<file path="src/rtl/sd_fifo_tx_filler_burst.sv">
// -----------------------------------------------------------------------------
// sd_fifo_tx_filler_burst
//
// Fetches xfer_words words from system memory as a Wishbone B3 read master
// using incrementing bursts. The words go into an internal synchronous FIFO
// that the SD data serialiser drains with rd.
//
// A burst never crosses a BURST_LEN-word boundary. It is only issued once the
// FIFO has room for every beat, so an acked beat never meets a full FIFO.
//
// Optional feature: define SD_TX_FILLER_ERR_EN to add m_wb_err_i / err and an
// ERROR state that a bus error enters.
//
// Ports:
//   clk, rst          clock, asynchronous active-high reset
//   en                level enable: rising edge starts a transfer,
//                     low aborts the transfer and flushes the FIFO
//   adr, xfer_words   byte base address and word count, latched on en rise
//   m_wb_*            Wishbone B3 master (read only, linear incrementing)
//   rd                FIFO pop request
//   dat_o             popped word, registered (1-cycle latency from rd)
//   empty/full/level  FIFO status
//   done              every requested word has been written into the FIFO
//   dbg_state_o       current FSM state, for observation
//
// Handshake: a beat transfers on every clock edge where stb is high and
// m_wb_ack_i is high. A pop happens on every edge where rd is high and the
// FIFO is not empty.
// -----------------------------------------------------------------------------
module sd_fifo_tx_filler_burst #(
  parameter int DW        = 32,
  parameter int AW        = 32,
  parameter int DEPTH     = 16,
  parameter int BURST_LEN = 4,
  parameter int LEN_W     = 16
) (
  input  logic                   clk,
  input  logic                   rst,
  input  logic                   en,
  input  logic [AW-1:0]          adr,
  input  logic [LEN_W-1:0]       xfer_words,
  output logic [AW-1:0]          m_wb_adr_o,
  output logic                   m_wb_we_o,
  output logic [DW/8-1:0]        m_wb_sel_o,
  output logic                   m_wb_cyc_o,
  output logic                   m_wb_stb_o,
  output logic [2:0]             m_wb_cti_o,
  output logic [1:0]             m_wb_bte_o,
  input  logic [DW-1:0]          m_wb_dat_i,
  input  logic                   m_wb_ack_i,
`ifdef SD_TX_FILLER_ERR_EN
  input  logic                   m_wb_err_i,
  output logic                   err,
`endif
  input  logic                   rd,
  output logic [DW-1:0]          dat_o,
  output logic                   empty,
  output logic                   full,
  output logic [$clog2(DEPTH):0] level,
  output logic                   done,
  output logic [2:0]             dbg_state_o
);

  localparam int         PW      = $clog2(DEPTH);
  localparam logic [2:0] CTI_INC = 3'b010;
  localparam logic [2:0] CTI_END = 3'b111;

  typedef enum logic [2:0] {
    S_IDLE  = 3'd0,
    S_WAIT  = 3'd1,
    S_BURST = 3'd2,
    S_DONE  = 3'd3
`ifdef SD_TX_FILLER_ERR_EN
    , S_ERROR = 3'd4
`endif
  } state_t;

  state_t           state_q;
  logic             en_q;
  logic [AW-1:0]    base_q;
  logic [AW-1:0]    adr_q;
  logic [LEN_W-1:0] len_q;
  logic [LEN_W-1:0] offset_q;
  logic [PW:0]      beats_left_q;
  logic             cyc_q;
  logic             stb_q;
  logic [2:0]       cti_q;
  logic             done_q;
`ifdef SD_TX_FILLER_ERR_EN
  logic             err_q;
`endif

  // FIFO storage; counts are one bit wider than the pointers so that
  // full and empty are distinguishable.
  logic [DW-1:0]    mem_q [DEPTH];
  logic [PW:0]      wr_cnt_q;
  logic [PW:0]      rd_cnt_q;
  logic [DW-1:0]    dat_q;

  logic [PW:0]      level_w;
  logic [PW:0]      space_w;
  logic [PW:0]      beats_w;
  logic [LEN_W-1:0] to_bound_w;
  logic [LEN_W-1:0] remain_w;
  logic [LEN_W-1:0] run_w;
  logic             err_hit;
  logic             beat_ok;
  logic             pop_ok;

  assign level_w = wr_cnt_q - rd_cnt_q;
  assign space_w = (PW+1)'(DEPTH) - level_w;

  // Beats in the next burst: limited by the words left and by the distance
  // to the next BURST_LEN-aligned word offset.
  assign to_bound_w = LEN_W'(BURST_LEN) - (offset_q & LEN_W'(BURST_LEN - 1));
  assign remain_w   = len_q - offset_q;
  assign run_w      = (remain_w < to_bound_w) ? remain_w : to_bound_w;
  assign beats_w    = (PW+1)'(run_w);

`ifdef SD_TX_FILLER_ERR_EN
  assign err_hit = m_wb_err_i && (state_q == S_BURST);
`else
  assign err_hit = 1'b0;
`endif

  // A full FIFO blocks the write even though the space check should make
  // that impossible; a misbehaving slave then cannot corrupt the pointers.
  assign beat_ok = en && (state_q == S_BURST) && m_wb_ack_i && !level_w[PW] && !err_hit;
  assign pop_ok  = en && rd && (level_w != '0);

  always_ff @(posedge clk or posedge rst) begin
    if (rst) begin
      state_q      <= S_IDLE;
      en_q         <= 1'b0;
      base_q       <= '0;
      adr_q        <= '0;
      len_q        <= '0;
      offset_q     <= '0;
      beats_left_q <= '0;
      cyc_q        <= 1'b0;
      stb_q        <= 1'b0;
      cti_q        <= 3'b000;
      done_q       <= 1'b0;
`ifdef SD_TX_FILLER_ERR_EN
      err_q        <= 1'b0;
`endif
    end else begin
      en_q <= en;
      if (!en) begin
        // Abort: any beat acked on this edge is dropped with the flush.
        state_q      <= S_IDLE;
        offset_q     <= '0;
        beats_left_q <= '0;
        cyc_q        <= 1'b0;
        stb_q        <= 1'b0;
        cti_q        <= 3'b000;
        done_q       <= 1'b0;
`ifdef SD_TX_FILLER_ERR_EN
        err_q        <= 1'b0;
`endif
      end else begin
        case (state_q)
          S_IDLE: begin
            if (!en_q) begin
              base_q   <= adr;
              len_q    <= xfer_words;
              offset_q <= '0;
              if (xfer_words == '0) begin
                state_q <= S_DONE;
                done_q  <= 1'b1;
              end else begin
                state_q <= S_WAIT;
              end
            end
          end
          S_WAIT: begin
            if (space_w >= beats_w) begin
              state_q      <= S_BURST;
              cyc_q        <= 1'b1;
              stb_q        <= 1'b1;
              adr_q        <= base_q + AW'(offset_q) * AW'(DW / 8);
              cti_q        <= (beats_w == (PW+1)'(1)) ? CTI_END : CTI_INC;
              beats_left_q <= beats_w;
            end
          end
          S_BURST: begin
`ifdef SD_TX_FILLER_ERR_EN
            if (err_hit) begin
              state_q <= S_ERROR;
              cyc_q   <= 1'b0;
              stb_q   <= 1'b0;
              cti_q   <= 3'b000;
              err_q   <= 1'b1;
            end else
`endif
            if (beat_ok) begin
              offset_q     <= offset_q + LEN_W'(1);
              adr_q        <= adr_q + AW'(DW / 8);
              beats_left_q <= beats_left_q - (PW+1)'(1);
              if (beats_left_q == (PW+1)'(1)) begin
                cyc_q <= 1'b0;
                stb_q <= 1'b0;
                cti_q <= 3'b000;
                if (offset_q + LEN_W'(1) == len_q) begin
                  state_q <= S_DONE;
                  done_q  <= 1'b1;
                end else begin
                  state_q <= S_WAIT;
                end
              end else begin
                // Two beats left before this ack means the next one is last.
                cti_q <= (beats_left_q == (PW+1)'(2)) ? CTI_END : CTI_INC;
              end
            end
          end
          S_DONE: begin
            cyc_q <= 1'b0;
            stb_q <= 1'b0;
          end
`ifdef SD_TX_FILLER_ERR_EN
          S_ERROR: begin
            cyc_q <= 1'b0;
            stb_q <= 1'b0;
          end
`endif
          default: state_q <= S_IDLE;
        endcase
      end
    end
  end

  always_ff @(posedge clk) begin
    if (beat_ok) mem_q[wr_cnt_q[PW-1:0]] <= m_wb_dat_i;
  end

  always_ff @(posedge clk or posedge rst) begin
    if (rst) begin
      wr_cnt_q <= '0;
      rd_cnt_q <= '0;
      dat_q    <= '0;
    end else if (!en) begin
      // Flush the FIFO; dat_o keeps the last popped word.
      wr_cnt_q <= '0;
      rd_cnt_q <= '0;
    end else begin
      if (beat_ok) wr_cnt_q <= wr_cnt_q + (PW+1)'(1);
      if (pop_ok) begin
        rd_cnt_q <= rd_cnt_q + (PW+1)'(1);
        dat_q    <= mem_q[rd_cnt_q[PW-1:0]];
      end
    end
  end

  assign m_wb_adr_o  = adr_q;
  assign m_wb_we_o   = 1'b0;
  assign m_wb_sel_o  = {(DW/8){1'b1}};
  assign m_wb_cyc_o  = cyc_q;
  assign m_wb_stb_o  = stb_q;
  assign m_wb_cti_o  = cti_q;
  assign m_wb_bte_o  = 2'b00;
  assign dat_o       = dat_q;
  assign level       = level_w;
  assign empty       = (level_w == '0);
  assign full        = level_w[PW];
  assign done        = done_q;
  assign dbg_state_o = state_q;
`ifdef SD_TX_FILLER_ERR_EN
  assign err         = err_q;
`endif

endmodule

</file>
<file path="config.mk">
export PLATFORM = sky130hd
export DESIGN_NAME = sd_fifo_tx_filler_burst
export DESIGN_NICKNAME = d
export VERILOG_FILES = /design/src/rtl/sd_fifo_tx_filler_burst.sv
export SDC_FILE = /design/constraint.sdc
export NUM_CORES = 1
export LEC_CHECK = 0
export ABC_CLOCK_PERIOD_IN_PS = 7600
export CAP_MARGIN = 20
export CORE_ASPECT_RATIO = 1.25
export CORE_UTILIZATION = 25
export CTS_CLUSTER_SIZE = 10
export DETAILED_ROUTE_END_ITERATION = 8
export SYNTH_ARGS = -nofsm -noshare
export SYNTH_HDL_FRONTEND = slang
export SYNTH_SLANG_ARGS = --single-unit
</file>
<file path="constraint.sdc">
create_clock -name clk -period 7.6 [get_ports clk]
set_clock_uncertainty 0.05 [all_clocks]
set_input_delay 0.76 -clock clk [delete_from_list [all_inputs] [get_ports clk]]
set_output_delay 0.76 -clock clk [all_outputs]
set_load 0.01 [all_outputs]
</file>
# == Word level (Yosys, flattened, before mapping) ==
# Memory sizes are Yosys's and may differ from the RTL's. A register that Yosys moved wholly into a read port is not among the register bits.
# Index checks and enable logic that the tools add are counted.
# op_classes
bitwise,1
eq_ne,21
muxes,45
magnitude_cmp,2
n_addsub,10
n_reduce_logical,19
# op_table
operator,n
two-way mux 32 bit,2
one-hot mux 32 bit (2 select lines),1
two-way mux 16 bit,3
two-way mux 5 bit,8
two-way mux 3 bit,11
adder 32 x 18 -> 32 bit,1
"adder 32 x 3 -> 32 bit, second input constant",1
one-hot mux 16 bit (2 select lines),1
"adder 16 x 1 -> 16 bit, second input constant",1
equality test 16 bit,1
zero test 16 bit,1
< comparator 16 bit,1
subtractor 16 bit,1
two-way mux 1 bit,12
"inequality test 3 bit, second input constant",4
one-hot mux 3 bit (4 select lines),1
"adder 5 x 1 -> 5 bit, second input constant",2
"equality test 5 x 1 -> 1 bit, second input constant",2
one-hot mux 5 bit (2 select lines),1
AND reduction 3 bit,3
AND reduction 4 bit,2
"equality test 3 x 2 -> 1 bit, second input constant",2
"inequality test 2 bit, second input constant",3
"inequality test 3 x 1 -> 1 bit, second input constant",2
24 further kinds,31
# totals
out_inout_bits,87
ff_bits,120
inputBits,85
mem_count,1
mem_bits_rw,512
wordCells,111
# mem_list
memory,words,word_bits,rd,rd_clocked_by_memory_dff,write_ports,line,source
mem_q,16,32,1,1,1,95,logic [DW-1:0] mem_q [DEPTH];

# == Depth between registers and ports, before layout ==
# Gate-level depths: netlist of run 1.
# logic_depth
ltp_word,8
mapped_depth,22
mapped_depth_nobuf,21

# == Worst setup path after synthesis of run 1 ==
# Ideal clock, no wire load.
# synth_path
kind,reg2reg
start,register rd_cnt_q[1]
end,memory mem_q[0][0] (enable)
required_time_ns,7.089
slack_ns,1.946
t_arrival_ns,5.143
setup_ns,0.461
synth_period_minus_slack_ns,5.654
path_buffers,3
path_stages_with_launch,13
cell_sequence,dfrtp_1 clkbuf_1 clkbuf_1 inv_1 fa_1 a21o_1 a21oi_1 xnor2_1 nand2_1 nor2_1 clkbuf_1 nand2_1 nor3_1
# synth_between
elab_chain_len,5
# synth_rtl
item,line,source
start: declaration,97,logic [PW:0] rd_cnt_q;
start signal: assignment,248,rd_cnt_q <= rd_cnt_q + (PW+1)'(1);
subtractor 5 bit,110,assign level_w = wr_cnt_q - rd_cnt_q;
zero test 1 bit,128,assign beat_ok = en && (state_q == S_BURST) && m_wb_ack_i && !level_w[PW] && !err_hit;
logical AND 1 bit,128,
two-way mux 1 bit,233,if (beat_ok) mem_q[wr_cnt_q[PW-1:0]] <= m_wb_dat_i;
two-way mux 1 bit (implied by the code),233,
end: declaration,95,
# No other way between the ends.

# == Final worst setup path of run 1 ==
# layout_path
start,register offset_q[0]
end,register adr_q[18] (netlist: m_wb_adr_o[18])
# layout_between
elab_chain_len,6
elab_cells_between_ends,10
classes_between,add/sub: 3; order compare: 2; eq/ne: 1; mux: 3; reduce/logical: 1
# layout_rtl
item,line,source
start: declaration,83,logic [LEN_W-1:0] offset_q;
start signal: assignment,197,offset_q <= offset_q + LEN_W'(1);
subtractor 16 bit / subtractor 3 x 2 -> 4 bit (equally long branches),"116, 115",
< comparator 16 bit,117,assign run_w = (remain_w < to_bound_w) ? remain_w : to_bound_w;
two-way mux 5 bit,117,
>= comparator 5 bit,177,if (space_w >= beats_w) begin
inequality test 2 bit (no line),--,
AND reduction 4 bit (no line),--,
end signal: assignment,181,adr_q <= base_q + AW'(offset_q) * AW'(DW / 8);
end signal: assignment,198,adr_q <= adr_q + AW'(DW / 8);
end: declaration,81,logic [AW-1:0] adr_q;
# Parallel ways exist; a longest one is shown, timed or not. The select of a mux whose other input is x is not followed.
# A chain may end at the register's enable or synchronous reset.

==> results.py, run 1 <==
metrics = {
    "global_routing": {
        "grt_util_met3_pct": 3.174,
        "grt_overflow_total": 0,
        "antenna_found_initial": 5,
        "grt_use_met1_pct": 16.92,
        "grt_max_degree": 62,
        "top_usage_layer": "met2",
        "grt_pass1_wl_um": 113200,
        "track_usage_pct": 13.03,
        "grtUsageMet2_pct": 21.75,
        "grt_pass1_vias": 17010,
    },
    "synthesis": {
        "yosys_warnings": 0,
        "synthDistinctLibCells": 72,
        "async_flop_share_pct": 22.66,
        "ys_ff_latch": 662,
        "synth_edf_count": 512,
        "synth_top_cell_by_area": "edfxtp_1",
        "synth_top_area_share_pct": 53.34,
        "syn-cell-area_mm2": 0.02882,
        "seq_area_frac_synth_pct": 66.36,
        "postSynthCellCount": 1817,
        "synth_area_leaders": "edfxtp_1 (53%), dfrtp_1 (13%), mux4_2 (13%)",
        "synthTopCellsByCount": "edfxtp_1 (512), nand2_1 (173), mux4_2 (160), dfrtp_1 (150), nor2_1 (91)",
        "avgSynthCellArea_um2": 15.86,
        "synth_flop_cell": "edfxtp_1",
        "yosysMostFrequentCell": "edfxtp_1",
    },
    "die": {
        "die_h_um": 381.6,
        "die_w_um": 305.7,
        "coreArea_mm2": 0.1138,
        "initial_core_util_pct": 25.33,
        "row_count": 138,
        "die_area_mm2": 0.1167,
        "io_pins": 172,
    },
    "clock_network": {
        "cts_setup_buffers": 0,
        "root_buffer": "clkbuf_16",
        "cts.path.max_buffers": 3,
        "cts_tree": "done",
        "cts_hold_buf": 0,
        "clock-sinks": 662,
        "htreeDepth": 3,
        "clkTransAtPathRegs_ps": 60,
        "cts-buffers-inserted": 80,
        "clk-insertion-delay-late_ps": 650,
        "postCtsResizedCells": 0,
    },
    "critical_path": {
        "critPathTopFamily": "compound AO/OA/AOI/OAI gates",
        "crit_path_start_kind": "register",
        "cpMaxStageDelayCell": "dfrtp_1",
        "cp_data_required_time_ps": 8040,
        "crit_path_end_kind": "register",
        "cp_cell_sequence": "ha_1, fa_1, nand2b_1, a21oi_2, o21ai_4, a211oi_1, o21ai_1, a2111oi_4, o2111ai_4, mux2i_1, ha_1, nand2b_1, a21o_1, a21oi_1, and4bb_2, o41ai_4, nand2_1, nand2_1, nand2_1, a221o_1",
        "r2r_start": "offset_q[0]",
        "arrival_ps": 5990,
        "crit_start": "offset_q[0]",
        "cp_common_cell": "nand2_1",
        "cp_num_buf_inv": 0,
        "crit_fanout": 13,
        "max_stage_delay_ps": 480,
        "path_class": "register to register",
    },
    "placement": {
        "dp_slack_ps": 2092,
        "post-dp-hpwl_um": 45610,
        "routabilityCongestion": 0.8431,
        "io_buffers": 163,
    },
    "detailed_routing": {
        "viasPerCell": 4.715,
        "first_iter_violations": 1331,
        "vias": 16720,
        "dr.pass1.iters": 5,
        "drc": 0,
        "routed_wl_um": 75990,
        "wire_per_inst_um": 21.43,
        "drt.antenna.violating_nets": 0,
    },
    "sta": {
        "rsz0062_at_grt": "false",
        "hold_ws_ps": 420.2,
        "setup-violations-final": 0,
        "tightest_slew_ps": 1076,
        "setup_slack_ps": 2048,
        "slew_headroom_pct": 27.93,
        "fmax_ghz": 0.1801,
        "tns_ps": 0,
        "min_period_over_period_pct": 73.05,
        "hold_viol_final": 0,
        "slew_violations": 0,
        "min_period_ps": 5552,
    },
    "layout": {
        "nNetsFinal": 2159,
        "diodes": 0,
        "layout-drive-gt1-share_pct": 18.21,
        "syn2layout_area_growth_pct": 20.76,
    },
    "min_path": {
        "min_from": "dat_o[22]",
        "hold_path.class": "register to register",
    },
    "power": {
        "clock_power_share_pct": 30.7,
        "combinationalPowerShare_pct": 29.4,
        "power_mw": 11.68,
        "switching_share_pct": 31.56,
        "power.switching_mw": 3.685,
        "power.internal_mw": 7.993,
        "ir_drop_mv": 0.1870,
        "power.leakage_nw": 11.69,
        "p_seq_share_pct": 39.9,
        "p_per_area_mw_per_mm2": 335.5,
    },
    "outcome": {
        "status": "complete, no violations",
    },
    "run": {
        "drv_cap": 0,
    },
}
==> area by class of cell <==
class                   count  area, um2
fillers                 11170      78980
flip-flops and latches    662      19140
multi-input cells        1019       9261
clock buffers             125       2181
repair buffers            198       1914
well taps                1470       1839
clock inverters            17      264.0
inverters                  55      211.5
==> flip-flops by register name, summed over array words and instances, names as in the netlist <==
name and cells:
dbg_state_o 2, m_wb_adr_o 32, mem_q 512, rd_cnt_q 5
offset_q 16, len_q 16, base_q 32, en_q 1
beats_left_q 5, wr_cnt_q 5, dat_o 32, m_wb_stb_o 1
m_wb_cti_o 2, done 1
==> cells by family (layout without fill, tap and decap cells) <==
kind of cell / after synthesis / in the layout / share of synthesized area, %
and+or+nand+nor: 436 / 436 / 7.036
xor gates and xnor gates: 63 / 63 / 1.914
buffers and inverters: 143 / 395 / 2.040
DFF: 662 / 662 / 66.36
adders and majority gates: 58 / 58 / 2.596
muxes: 211 / 211 / 14.47
other: 2 / 9 / 0.02605
AOI/OAI and AO/OA: 242 / 242 / 5.552
==> through the flow <==
| step | cell area [um2] | cells | utilization [%] |
|---|---|---|---|
| 6_report | 34810 | 3546 | 30.59 |
| 5_1_grt | 34810 | 3546 | 30.59 |
| 4_1_cts | 34780 | 3545 | 30.57 |
| 3_5_place_dp | 32340 | 3403 | 28.42 |
| 3_3_place_gp | 32340 | 3403 | 28.42 |
| 2_1_floorplan | 28850 | 1824 | - |
==> cell usage in the layout (no fill, tap or decap), types with 8 or more instances in the layout <==
master / instances
mux2_2: 46
edfxtp_1: 512
o21a_1: 12
ha_1: 55
dfrtp_1: 147
o22ai_1: 8
nor2_4: 12
conb_1: 9
o21ai_0: 57
or3_1: 8
nor3_1: 30
xnor2_1: 39
nand3_1: 32
buf_4: 34
a21oi_1: 78
nor2_1: 78
a21o_1: 12
clkbuf_16: 80
nand4_1: 20
nand2_1: 172
mux4_2: 160
xor2_1: 24
and3_1: 17
clkbuf_1: 44
nor4_1: 17
nor2b_1: 10
inv_1: 53
clkdlybuf4s50_1: 163
==> worst reg2reg max path: cells and delay by family (launching register included) <==
family | cells | cell delay [ps]
fa+ha+maj | 3 | 960
flops | 1 | 480
mux | 1 | 190
compound gates | 10 | 2430
simple gates | 6 | 1310
==> power groups by stage <==
stage	Clock [mW]	Combinational, mW	Sequential (mW)
floorplan	0	2.26	4.64
global placement	0	3.43	4.74
detailed placement	0	3.44	4.74
CTS	3.68	3.46	4.67
global route	3.82	3.76	4.72
finish	3.59	3.43	4.66
==> layer usage <==
metal  up-vias  wire, um
li1       7455         -
met1      8634     31860
met2       516     37460
met3       107      5196
met4         8      1432
met5         -        46
==> final timing paths <==
kind / endpoint / slack, ps / cells after the start
max in group asynchronous: rd_cnt_q[1] / 5580 / 3
min in group asynchronous: base_q[28] / 530 / 2
max reg2reg: m_wb_adr_o[18] / 2050 / 20
min: dat_o[22] / 420 / 2
max: m_wb_adr_o[18] / 2050 / 20
min reg2reg: dat_o[22] / 420 / 2
Note: power is estimated with default switching activity, not from simulation.
==> run 2, diff against run 1 <==
--- a/config.mk
+++ b/config.mk
@@ -5,7 +5,7 @@
 export SDC_FILE = /design/constraint.sdc
 export NUM_CORES = 1
 export LEC_CHECK = 0
-export ABC_CLOCK_PERIOD_IN_PS = 7600
+export ABC_CLOCK_PERIOD_IN_PS = 5700
 export CAP_MARGIN = 20
 export CORE_ASPECT_RATIO = 1.25
 export CORE_UTILIZATION = 25
==> constraint.sdc (replaced) <==
create_clock -name clk -period 5.7 [get_ports clk]
set_clock_uncertainty 0.05 [all_clocks]
set_input_delay 0.57 -clock clk [delete_from_list [all_inputs] [get_ports clk]]
set_output_delay 0.57 -clock clk [all_outputs]
set_load 0.01 [all_outputs]
==> results.py, run 2 (synthesis results as in run 1) <==
metrics = {
    "outcome": {
        "status": "complete, no violations",
    },
    "power": {
        "power.leakage_nw": 11.83,
        "ir_drop_mv": 0.2947,
        "p_per_area_mw_per_mm2": 448.4,
    },
    "layout": {
        "layout-drive-gt1-share_pct": 18.97,
        "nFillCells": 11140,
        "largest_reg_flops": 512,
        "layout_common_cells": "edfxtp_1 (512), nand2_1 (172), clkdlybuf4s50_1 (163)",
        "nNetsFinal": 2173,
        "diodes": 0,
        "syn2layout_area_growth_pct": 21.54,
        "final_common_cell": "edfxtp_1",
    },
    "clock_network": {
        "postCtsResizedCells": 0,
        "cts_hold_buf": 0,
        "clk-insertion-delay-late_ps": 650,
        "root_buffer": "clkbuf_16",
        "cts-buffers-inserted": 81,
        "cts_setup_buffers": 0,
        "clkTransAtPathRegs_ps": 60,
        "cts.path.max_buffers": 3,
        "clock-sinks": 662,
        "cts_tree": "done",
        "htreeDepth": 3,
    },
    "sta": {
        "tightest_slew_ps": 1058,
        "slew_violations": 0,
        "tns_ps": 0,
        "fmax_ghz": 0.1854,
        "slew_headroom_pct": 29.47,
        "hold_viol_final": 0,
        "min_period_ps": 5393,
        "hold_ws_ps": 225.5,
        "setup-violations-final": 0,
        "rsz0062_at_grt": "false",
        "min_period_over_period_pct": 94.62,
    },
    "critical_path": {
        "crit_fanout": 20,
        "cpMaxStageDelayCell": "dfrtp_1",
        "cp_cell_sequence": "inv_1, ha_1, nor2b_1, o31a_1, o41ai_4, a21oi_2, or4b_1, nand4_1, o2111ai_4, mux2i_1, ha_1, nand2b_1, a21o_1, a21oi_1, o2111a_1, nor4_1, a21oi_2, nor2_1, buf_4, o32ai_1, a21oi_1",
        "arrival_ps": 5820,
        "crit_path_start_kind": "register",
        "crit_start": "offset_q[1]",
        "path_class": "register to register",
        "crit_path_end_kind": "register",
        "r2r_start": "offset_q[1]",
        "max_stage_delay_ps": 490,
        "cp_data_required_time_ps": 6130,
    },
    "global_routing": {
        "grt_pass1_wl_um": 113400,
        "grt_max_degree": 131,
        "track_usage_pct": 13.05,
        "grt_pass1_vias": 17050,
        "antenna_found_initial": 4,
        "grt_overflow_total": 0,
    },
    "detailed_routing": {
        "wire_per_inst_um": 21.35,
        "routed_wl_um": 76060,
        "dr.pass1.iters": 5,
        "vias": 16630,
        "viasPerCell": 4.667,
        "drc": 0,
        "first_iter_violations": 1243,
        "drt.antenna.violating_nets": 0,
    },
    "die": {
        "die_h_um": 381.6,
        "die_w_um": 305.7,
        "io_pins": 172,
        "die_area_mm2": 0.1167,
        "row_count": 138,
        "coreArea_mm2": 0.1138,
        "initial_core_util_pct": 25.33,
    },
    "min_path": {
        "hold_path.class": "input port to asynchronous set/reset pin",
    },
    "run": {
        "drv_cap": 0,
    },
    "placement": {
        "routabilityCongestion": 0.8414,
        "post-dp-hpwl_um": 46780,
        "io_buffers": 163,
    },
}
## run 2: area by class of cell
cell class / instances / area (um2) / area share, %
clock buffer: 128 / 2235 / 6.379
clock inverter: 18 / 295.3 / 0.8429
inverter: 55 / 211.5 / 0.6036
multi-input combinational: 1019 / 9261 / 26.44
sequential: 662 / 19140 / 54.62
tap: 1470 / 1839 / 5.250
timing repair buffer: 211 / 2054 / 5.864
## run 2: stage by stage
step | area, um2 | total power, mW | instances | util [%] | setup slack, ps
2_1_floorplan | 28850 | 9.190 | 1824 | - | 46.32
3_3_place_gp | 32500 | 10.91 | 3417 | 28.57 | 499.4
3_5_place_dp | 32500 | 10.94 | 3417 | 28.57 | 380.3
4_1_cts | 35030 | 15.91 | 3563 | 30.79 | 348.7
5_1_grt | 35030 | 16.54 | 3563 | 30.79 | 19.51
6_report | 35030 | 15.71 | 3563 | 30.79 | 306.6
## run 2: path summary, 6_finish.rpt
| path | to | slack [ps] | cells past startpoint |
|---|---|---|---|
| worst max register to register | m_wb_adr_o[19] | 310 | 21 |
| min in group clk | dat_o[19] | 420 | 2 |
| worst min-delay path | base_q[28] | 230 | 2 |
| max in group asynchronous | rd_cnt_q[1] | 4240 | 3 |
| worst min register to register | dat_o[19] | 420 | 2 |
| worst max-delay path | m_wb_adr_o[19] | 310 | 21 |
## run 2: metal layers
| layer | track usage, % | up-vias | routed length, um |
|---|---|---|---|
| met3 | 2.414 | 96 | 3882 |
| li1 | - | 7484 | - |
| met1 | 16.83 | 8586 | 32540 |
| met5 | 0 | - | 37 |
| met2 | 22.22 | 457 | 37970 |
| met4 | 3.750 | 6 | 1632 |
## run 2: critical path: cells and delay by family, from the launching register on
kind / cells / cell delay (ps)
muxes: 1 / 260
AOI/OAI and AO/OA: 10 / 2400
and+or+nand+nor: 6 / 1100
DFF: 1 / 490
buffers and inverters: 2 / 380
adders and majority gates: 2 / 540
## run 2: power by group
group	internal, mW	switching [mW]	total, mW
registers	5.67	0.504	6.17
logic	2.26	2.37	4.63
clock network	2.86	2.05	4.91
==> run 3, diff against run 2 <==
--- a/config.mk
+++ b/config.mk
@@ -11,6 +11,7 @@
 export CORE_UTILIZATION = 25
 export CTS_CLUSTER_SIZE = 10
 export DETAILED_ROUTE_END_ITERATION = 8
+export GPL_TIMING_DRIVEN = 0
 export SYNTH_ARGS = -nofsm -noshare
 export SYNTH_HDL_FRONTEND = slang
 export SYNTH_SLANG_ARGS = --single-unit
==> results.py, run 3 (synthesis results as in run 1) <==
metrics = {
    "power": {
        "power_mw": 15.88,
        "ir_drop_mv": 0.2413,
        "p_per_area_mw_per_mm2": 442.7,
        "power.leakage_nw": 12.10,
    },
    "global_routing": {
        "antenna_found_initial": 8,
        "track_usage_pct": 13.75,
        "grt_max_degree": 102,
        "grt_overflow_total": 0,
        "grt_pass1_vias": 17650,
        "grt_pass1_wl_um": 119000,
    },
    "detailed_routing": {
        "dr.pass1.iters": 5,
        "drc": 0,
        "viasPerCell": 4.710,
        "wire_per_inst_um": 21.98,
        "routed_wl_um": 80330,
        "drt.antenna.violating_nets": 0,
        "first_iter_violations": 1470,
        "vias": 17210,
    },
    "layout": {
        "final_common_cell": "edfxtp_1",
        "fin_util_pct": 31.52,
        "layout_common_cells": "edfxtp_1 (512), nand2_1 (171), clkdlybuf4s50_1 (163)",
        "layout-drive-gt1-share_pct": 19.60,
        "stdcell_count": 3654,
        "syn2layout_area_growth_pct": 24.43,
        "largest_reg_flops": 512,
        "design_area_mm2": 0.03587,
        "diodes": 0,
        "nNetsFinal": 2270,
    },
    "clock_network": {
        "clkTransAtPathRegs_ps": 60,
        "cts_tree": "done",
        "cts.path.max_buffers": 3,
        "clock-sinks": 662,
        "clk-insertion-delay-late_ps": 640,
        "htreeDepth": 3,
        "root_buffer": "clkbuf_16",
        "cts-buffers-inserted": 80,
    },
    "die": {
        "coreArea_mm2": 0.1138,
        "die_w_um": 305.7,
        "initial_core_util_pct": 25.33,
        "die_area_mm2": 0.1167,
        "row_count": 138,
        "die_h_um": 381.6,
        "io_pins": 172,
    },
    "placement": {
        "routabilityCongestion": 0.8402,
        "dp_cells": 3488,
        "post-dp-hpwl_um": 54640,
        "placed_area_mm2": 0.03297,
        "io_buffers": 163,
    },
    "critical_path": {
        "path_class": "register to register",
        "cp_data_required_time_ps": 6160,
        "arrival_ps": 5890,
        "crit_path_end_kind": "register",
        "crit_fanout": 10,
        "crit_path_start_kind": "register",
    },
    "sta": {
        "min_period_over_period_pct": 95.10,
        "tightest_slew_ps": 1078,
        "setup-violations-final": 0,
        "fmax_ghz": 0.1845,
        "tns_ps": 0,
        "slew_violations": 0,
        "hold_viol_final": 0,
        "min_period_ps": 5421,
        "slew_headroom_pct": 27.83,
    },
    "min_path": {
        "hold_path.class": "input port to asynchronous set/reset pin",
    },
    "outcome": {
        "status": "complete, no violations",
    },
    "run": {
        "drv_cap": 0,
    },
}
## run 3: cell count changes in the layout (fill, tap and decap cells not counted), moves of 3 or more
cell      before  now
buf_12         5   15
nor3_2         5    2
clkinv_2       5    2
clkbuf_1      45   92
buf_4         43   25
buf_8          0   12
clkbuf_2       0    5
buf_6          0   15
buf_16         0    6
buf_1          0   13
buf_2          0    3
nor3_4         0    3
## run 3: repair_timing
item | in CTS | in global routing
pin swaps | 6 | 5
setup buffers | 15 | 4
hold buffers | 0 | 0
endpoints found under the setup margin | 566 | 57
gates resized for setup | 18 | 14
cloned | 1 | 0
## run 3: path summary, 6_finish.rpt
path / startpoint / endpoint / slack, ps / cells past startpoint
setup reg to reg: offset_q[0] / m_wb_adr_o[25] / 280 / 21
hold / removal: rst / base_q[28] / 300 / 2
setup / recovery: offset_q[0] / m_wb_adr_o[25] / 280 / 21
max in group asynchronous: rst / offset_q[1] / 4280 / 3
hold reg to reg: dat_o[24] / dat_o[24] / 420 / 2
min in group clk: dat_o[24] / dat_o[24] / 420 / 2
## run 3: layout make-up
class	instances	area (um2)
inverter	55	214.0
clock inverter	14	230.2
timing repair buffer	222	2525
buffer	86	396.6
tap	1470	1839
fill	11030	77920
sequential	662	19130
multi-input combinational	1020	9329
clock buffer	125	2201
## run 3: where the power goes
part | internal [mW] | switching (mW) | total [mW] | leakage (nW)
clock network | 2.76 | 2.02 | 4.78 | 1.16
logic | 2.36 | 2.59 | 4.94 | 4.50
registers | 5.67 | 0.489 | 6.15 | 6.45
## run 3: metrics by stage
step                      hold WS [ps]  setup WS, ps
final                            300.4         279.3
after detailed placement         411.7         -1013
after global routing             311.5        -1.545
after floorplan                  414.8         46.32
after global placement           410.5         -5021
after CTS                        284.3         4.555
## run 3: critical path, stage by stage (launching register included)
cell       delay, ps
dfrtp_2          490
ha_1             240
fa_1             490
inv_1             80
ha_1             280
nor2b_1          130
o221ai_1         260
nand4_1          220
a2111oi_4        360
o2111ai_4        270
mux2i_4          280
ha_1             270
nand2b_1         140
a21o_1           180
a21oi_1          200
o2111a_1         340
o41ai_4          160
a21oi_4          280
buf_4            260
a21oi_1           70
o21ai_0          200
a21oi_1           60
## run 3: metal layers
| metal | GRT usage (%) | routed length, um | share of wire, % |
|---|---|---|---|
| met1 | 17.38 | 33010 | 41 |
| met2 | 23.75 | 40500 | 50 |
| met3 | 2.825 | 5058 | 6.3 |
| met4 | 3.639 | 1705 | 2.1 |
| met5 | 0 | 57 | 0.071 |
